--- src/rtl/control_unit.sv ---
// LEGv8 main control decoder: maps the 11-bit opcode field to datapath strobes.
// The decode is combinational and captured in output registers on the rising clock edge.
module control_unit (
    input  logic        clock,
    input  logic        reset,
    input  logic [10:0] instruction,
    output logic        NotZeroBranch,
    output logic        Reg2Loc,
    output logic        Uncondbranch,
    output logic        ZeroBranch,
    output logic        MemRead,
    output logic        MemtoReg,
    output logic [1:0]  ALUOp,
    output logic        MemWrite,
    output logic        ALUSrc,
    output logic        RegWrite
);

    // Packed strobe order: {Reg2Loc, ALUSrc, MemtoReg, RegWrite, MemRead, MemWrite,
    //                       ALUOp[1:0], Uncondbranch, ZeroBranch, NotZeroBranch}
    localparam logic [10:0] CTL_NOP  = 11'b0_0_0_0_0_0_00_0_0_0;
    localparam logic [10:0] CTL_LDUR = 11'b0_1_1_1_1_0_00_0_0_0;
    localparam logic [10:0] CTL_STUR = 11'b1_1_0_0_0_1_00_0_0_0;
    localparam logic [10:0] CTL_RTYP = 11'b0_0_0_1_0_0_10_0_0_0;
    localparam logic [10:0] CTL_ADDI = 11'b0_1_0_1_0_0_10_0_0_0;
    localparam logic [10:0] CTL_CBZ  = 11'b1_0_0_0_0_0_01_0_1_0;
    localparam logic [10:0] CTL_CBNZ = 11'b1_0_0_0_0_0_01_0_0_1;
    localparam logic [10:0] CTL_B    = 11'b0_0_0_0_0_0_00_1_0_0;

    logic [10:0] ctl_next;
    logic [10:0] ctl_q;

    // Masked equality: an unknown bit in a cared-about position yields a non-true
    // compare, so unknown opcodes fall through to the all-zero NOP decode.
    function automatic logic op_match(input logic [10:0] op,
                                      input logic [10:0] mask,
                                      input logic [10:0] value);
        return ((op & mask) == value);
    endfunction

    always_comb begin
        ctl_next = CTL_NOP;
        if (op_match(instruction, 11'b00111111111, 11'b00111000010))
            ctl_next = CTL_LDUR;
        else if (op_match(instruction, 11'b00111111111, 11'b00111000000))
            ctl_next = CTL_STUR;
        else if (op_match(instruction, 11'b11111111111, 11'b10001011000) ||
                 op_match(instruction, 11'b11111111111, 11'b11001011000) ||
                 op_match(instruction, 11'b11111111111, 11'b10001010000) ||
                 op_match(instruction, 11'b11111111111, 11'b10101010000))
            ctl_next = CTL_RTYP;
        else if (op_match(instruction, 11'b11111111110, 11'b10010001000))
            ctl_next = CTL_ADDI;
        else if (op_match(instruction, 11'b11111111000, 11'b10110100000))
            ctl_next = CTL_CBZ;
        else if (op_match(instruction, 11'b11111111000, 11'b10110101000))
            ctl_next = CTL_CBNZ;
        else if (op_match(instruction, 11'b11111100000, 11'b00010100000))
            ctl_next = CTL_B;
    end

    always_ff @(posedge clock) begin
        if (reset)
            ctl_q <= CTL_NOP;
        else
            ctl_q <= ctl_next;
    end

    assign Reg2Loc       = ctl_q[10];
    assign ALUSrc        = ctl_q[9];
    assign MemtoReg      = ctl_q[8];
    assign RegWrite      = ctl_q[7];
    assign MemRead       = ctl_q[6];
    assign MemWrite      = ctl_q[5];
    assign ALUOp         = ctl_q[4:3];
    assign Uncondbranch  = ctl_q[2];
    assign ZeroBranch    = ctl_q[1];
    assign NotZeroBranch = ctl_q[0];

endmodule

--- config.mk ---
export PLATFORM = sky130hd
export DESIGN_NAME = control_unit
export DESIGN_NICKNAME = d
export VERILOG_FILES = /design/src/rtl/control_unit.sv
export SDC_FILE = /design/constraint.sdc
export NUM_CORES = 1
export LEC_CHECK = 0
export BUFFER_PORTS_ARGS = -buffer_cell sky130_fd_sc_hd__buf_4
export CAP_MARGIN = 20
export CORE_AREA = 2 2 39 41
export CTS_BUF_LIST = sky130_fd_sc_hd__clkbuf_4 sky130_fd_sc_hd__clkbuf_8 sky130_fd_sc_hd__clkbuf_16
export CTS_CLUSTER_DIAMETER = 150
export DETAILED_ROUTE_END_ITERATION = 16
export DIE_AREA = 0 0 41 43
export SLEW_MARGIN = 40
export SYNTH_ARGS = -nofsm -noshare
export SYNTH_HDL_FRONTEND = slang
export SYNTH_SLANG_ARGS = --single-unit
--- constraint.sdc ---
create_clock -name clock -period 1.7 [get_ports clock]
set_clock_uncertainty 0.2 [all_clocks]
set_input_delay 0.085 -clock clock [delete_from_list [all_inputs] [get_ports clock]]
set_output_delay 0.085 -clock clock [all_outputs]
set_load 0.02 [all_outputs]
==> metrics.log <==
INFO  metric worstPathMaxFanout = 4
INFO  metric layout_min_cycle_time = 1.605 ns
INFO  metric place_worst_setup_slack = 0.006016 ns
INFO  metric post-dp-hpwl = 729 um
INFO  metric critical_path.top_delay_family = buffers and inverters
INFO  metric crit_path_dat = 1.61 ns
INFO  metric area_delta_synth_final = 75.76%
INFO  metric critical-path-max-stage-delay = 0.58 ns
INFO  metric drive_above_1_share = 0.4444
INFO  metric antenna_cells_inserted = 0
INFO  metric place.port_buffers = 23
INFO  metric drv_cap = 0
INFO  metric synthesized_area_divided_by_synthesized_cell_count = approximately 11 sq um
INFO  metric clk_root_buffer_cell = clkbuf_4
INFO  metric layout_top_registers = ctl_q (10)
INFO  metric worst_slack = 0.09519 ns
INFO  metric timing_max_transition_violations_final = 0
INFO  metric netlist_area = roughly 410 sq um
INFO  metric holdCritStartpoint = instruction[6]
INFO  metric worst-slew-pin-transition = about 0.40 ns
INFO  metric yosysTopAreaCellShare = 0.4848
INFO  metric numnets_final = 86
INFO  metric holdCritPathClass = input port to flop
INFO  metric crit_path_end_kind = flop
INFO  metric yosysWarningCount = 0
INFO  metric synth_top_area_cell = dfxtp_1
INFO  metric post_layout_nonfiller_instances = 88
INFO  metric via_count_of_the_first_global_routing_pass = approximately 390
INFO  metric path_common_cell = dlygate4sd3_1
INFO  metric cts.sinks = 10
INFO  metric num_vias = approximately 430
INFO  metric crit_slowest_cell = dlygate4sd3_1
INFO  metric hold_path_end = ctl_q[10]$_SDFF_PP0_
INFO  metric filler_cell_count = between 100 and 150
INFO  metric cts.htree.levels = 1
INFO  metric std_cell_rows = 14
INFO  metric synth.top_cells.by_area = dfxtp_1 (48%), nor4b_1 (4.2%), a21oi_1 (3.6%)
INFO  metric grt-ovfl-total = 0
INFO  metric synth-seq-cells = 10
INFO  metric detail_route.iter0.violations = 5
INFO  metric multiInputGateArea = around 210 sq um
INFO  metric cts_buffer_depth = 2
INFO  metric global_route.usage.total = 0.1380
INFO  metric placed_cells = 76
INFO  metric drcViolationCount = 0
INFO  metric routed_via_density = between 4 and 5
INFO  metric dieArea = ~1800 sq um
INFO  metric antenna_violations_before_repair = 0
INFO  metric vdd_ir_drop_max = 0.0002741 V
INFO  metric ys_types = 24
INFO  metric violated_checks = negative hold slack
INFO  metric run_status = finished, violations left
INFO  metric postRouteAntennaNets = 0
INFO  metric tritoncts.num_buffers = 3
INFO  metric worst_setup_path_start_kind = input port
INFO  metric wl_per_cell = 11.50 um
INFO  metric critical_path_cell_by_cell = dlygate4sd3_1 -> buf_4 -> nor4_1 -> dlygate4sd3_1
INFO  metric ys_seq_area_frac = 0.4848
INFO  metric initial_utilization = 0.2984
INFO  metric global_route_wire_length_before_repair = about 1600 um
INFO  metric die-height = 43 um
INFO  metric min_period_over_period = 0.9440
INFO  metric unrepaired_setup_endpoints_after_global_routing = false
INFO  metric cp.buffers_inverters = 3
INFO  metric largest_register_ffs = 10
INFO  metric regArea = 200.2 sq um
INFO  metric place.gp.congestion = ~0.8
INFO  metric hold_violations = 4
INFO  metric postLayoutCellArea = ~730 sq um
INFO  metric crit_type = input port to flop
INFO  metric die_width = ~41 um
INFO  metric max_flop_register = ctl_q
INFO  metric max_slew_margin = 0.7325
INFO  metric post_dp_cell_area = 598.1 sq um
INFO  metric postRouteWirelength = ~1000 um
INFO  metric timing.hold.ws = -0.06724 ns
INFO  metric fin_tns_setup = 0 ns
INFO  metric p_total = between 0.0005 and 0.0006 W
INFO  metric syn-instance-count = 38
INFO  metric postSynthNetCount = between 50 and 60
INFO  metric worst_setup_hold_path_clk_slew = about 0.06 ns
INFO  metric leakage_power = about 0.31 nW
INFO  metric worstHoldPathCells = 3
INFO  metric ioPinCount = 24
INFO  metric worst-endpoint-required = around 1.7 ns
INFO  metric fmaxAchievable = between 600 and 700 MHz
INFO  metric powerDensity = approximately 700 nW/um^2
INFO  metric grt_start_max_net_pins = 8
INFO  metric final_setup_violation_count = 0
INFO  metric fp.coreArea = approximately 1400 sq um
INFO  metric cts_tree = built
INFO  metric drt_first_pass_iters = 4
==> worst max path at each step <==
stage	start	endpoint	slack, ns	cells past startpoint
floorplan	instruction[0]	ctl_q[8]$_SDFF_PP0_	0.16	3
global placement	instruction[0]	ctl_q[8]$_SDFF_PP0_	0.009	4
detailed placement	instruction[0]	ctl_q[7]$_SDFF_PP0_	0.006	4
CTS	instruction[9]	ctl_q[10]$_SDFF_PP0_	0.01	5
global route	instruction[4]	ctl_q[10]$_SDFF_PP0_	0.04	5
finish	instruction[9]	ctl_q[2]$_SDFF_PP0_	0.1	4
==> through the flow <==
stage          utilization  hold WS (ns)
2_1_floorplan            -      -0.04593
3_3_place_gp        0.4322       0.07553
3_5_place_dp        0.4322       0.07913
4_1_cts             0.5090       -0.1802
5_1_grt             0.5244      -0.04568
6_report            0.5244      -0.06724
==> area by class of cell <==
| class | count | share of cell area |
|---|---|---|
| multi-input combinational | 26 | 0.2931 |
| tap | 16 | 0.02759 |
| clock buffer | 4 | 0.05000 |
| timing repair buffer | 31 | 0.3483 |
| inverter | 1 | 0.005172 |
| sequential | 10 | 0.2759 |
==> synth_stat cells (all sizes together) <==
library cell	n
or4	2
dfxtp	10
and2	1
nand3	1
o41ai	1
a31oi	1
nand2	1
nor3	1
nor3b	3
mux2i	1
nand2b	1
inv	1
a21oi	3
or4bb	1
or3b	1
nor4b	2
buf	1
or4b	1
nor2b	1
nor4	1
nor4bb	1
nand3b	2
==> layout by cell type, fill, tap and decap left out, types with 2 or more instances in the layout <==
master,synthesis,layout
buf_4,1,23
dfxtp_1,10,10
dlygate4sd3_1,0,8
a21oi_1,3,3
clkbuf_4,0,3
nor3b_2,1,2
nand3b_1,2,2
==> metal layers <==
layer	up-vias	GRT usage	wire, um	part of all wire
met3	2	0.04712	74	0.073
met5	-	0	0	0
met1	198	0.1558	422	0.42
met4	0	0.1200	17	0.017
li1	214	-	-	-
met2	17	0.1938	497	0.49
==> cells by family after synthesis <==
logic type      after synthesis  share of synthesized area
simple gates                 20                     0.3909
flops                        10                     0.4848
mux                           1                    0.02424
buf+inv                       2                    0.02727
compound gates                5                    0.07273
==> repair_timing <==
action,4_1_cts,5_1_grt
endpoints found under the hold margin,10,6
setup buffers,0,0
gates resized for setup,0,2
setup endpoints to repair,0,3
hold buffers,7,1
==> where the power goes <==
group,internal (W),total [W],switching [W]
Sequential,0.000235,0.000235,0.000000161
Clock,0.000130,0.000207,0.0000768
Combinational,0.0000400,0.0000660,0.0000260
Power figures use the tool's default switching activity.
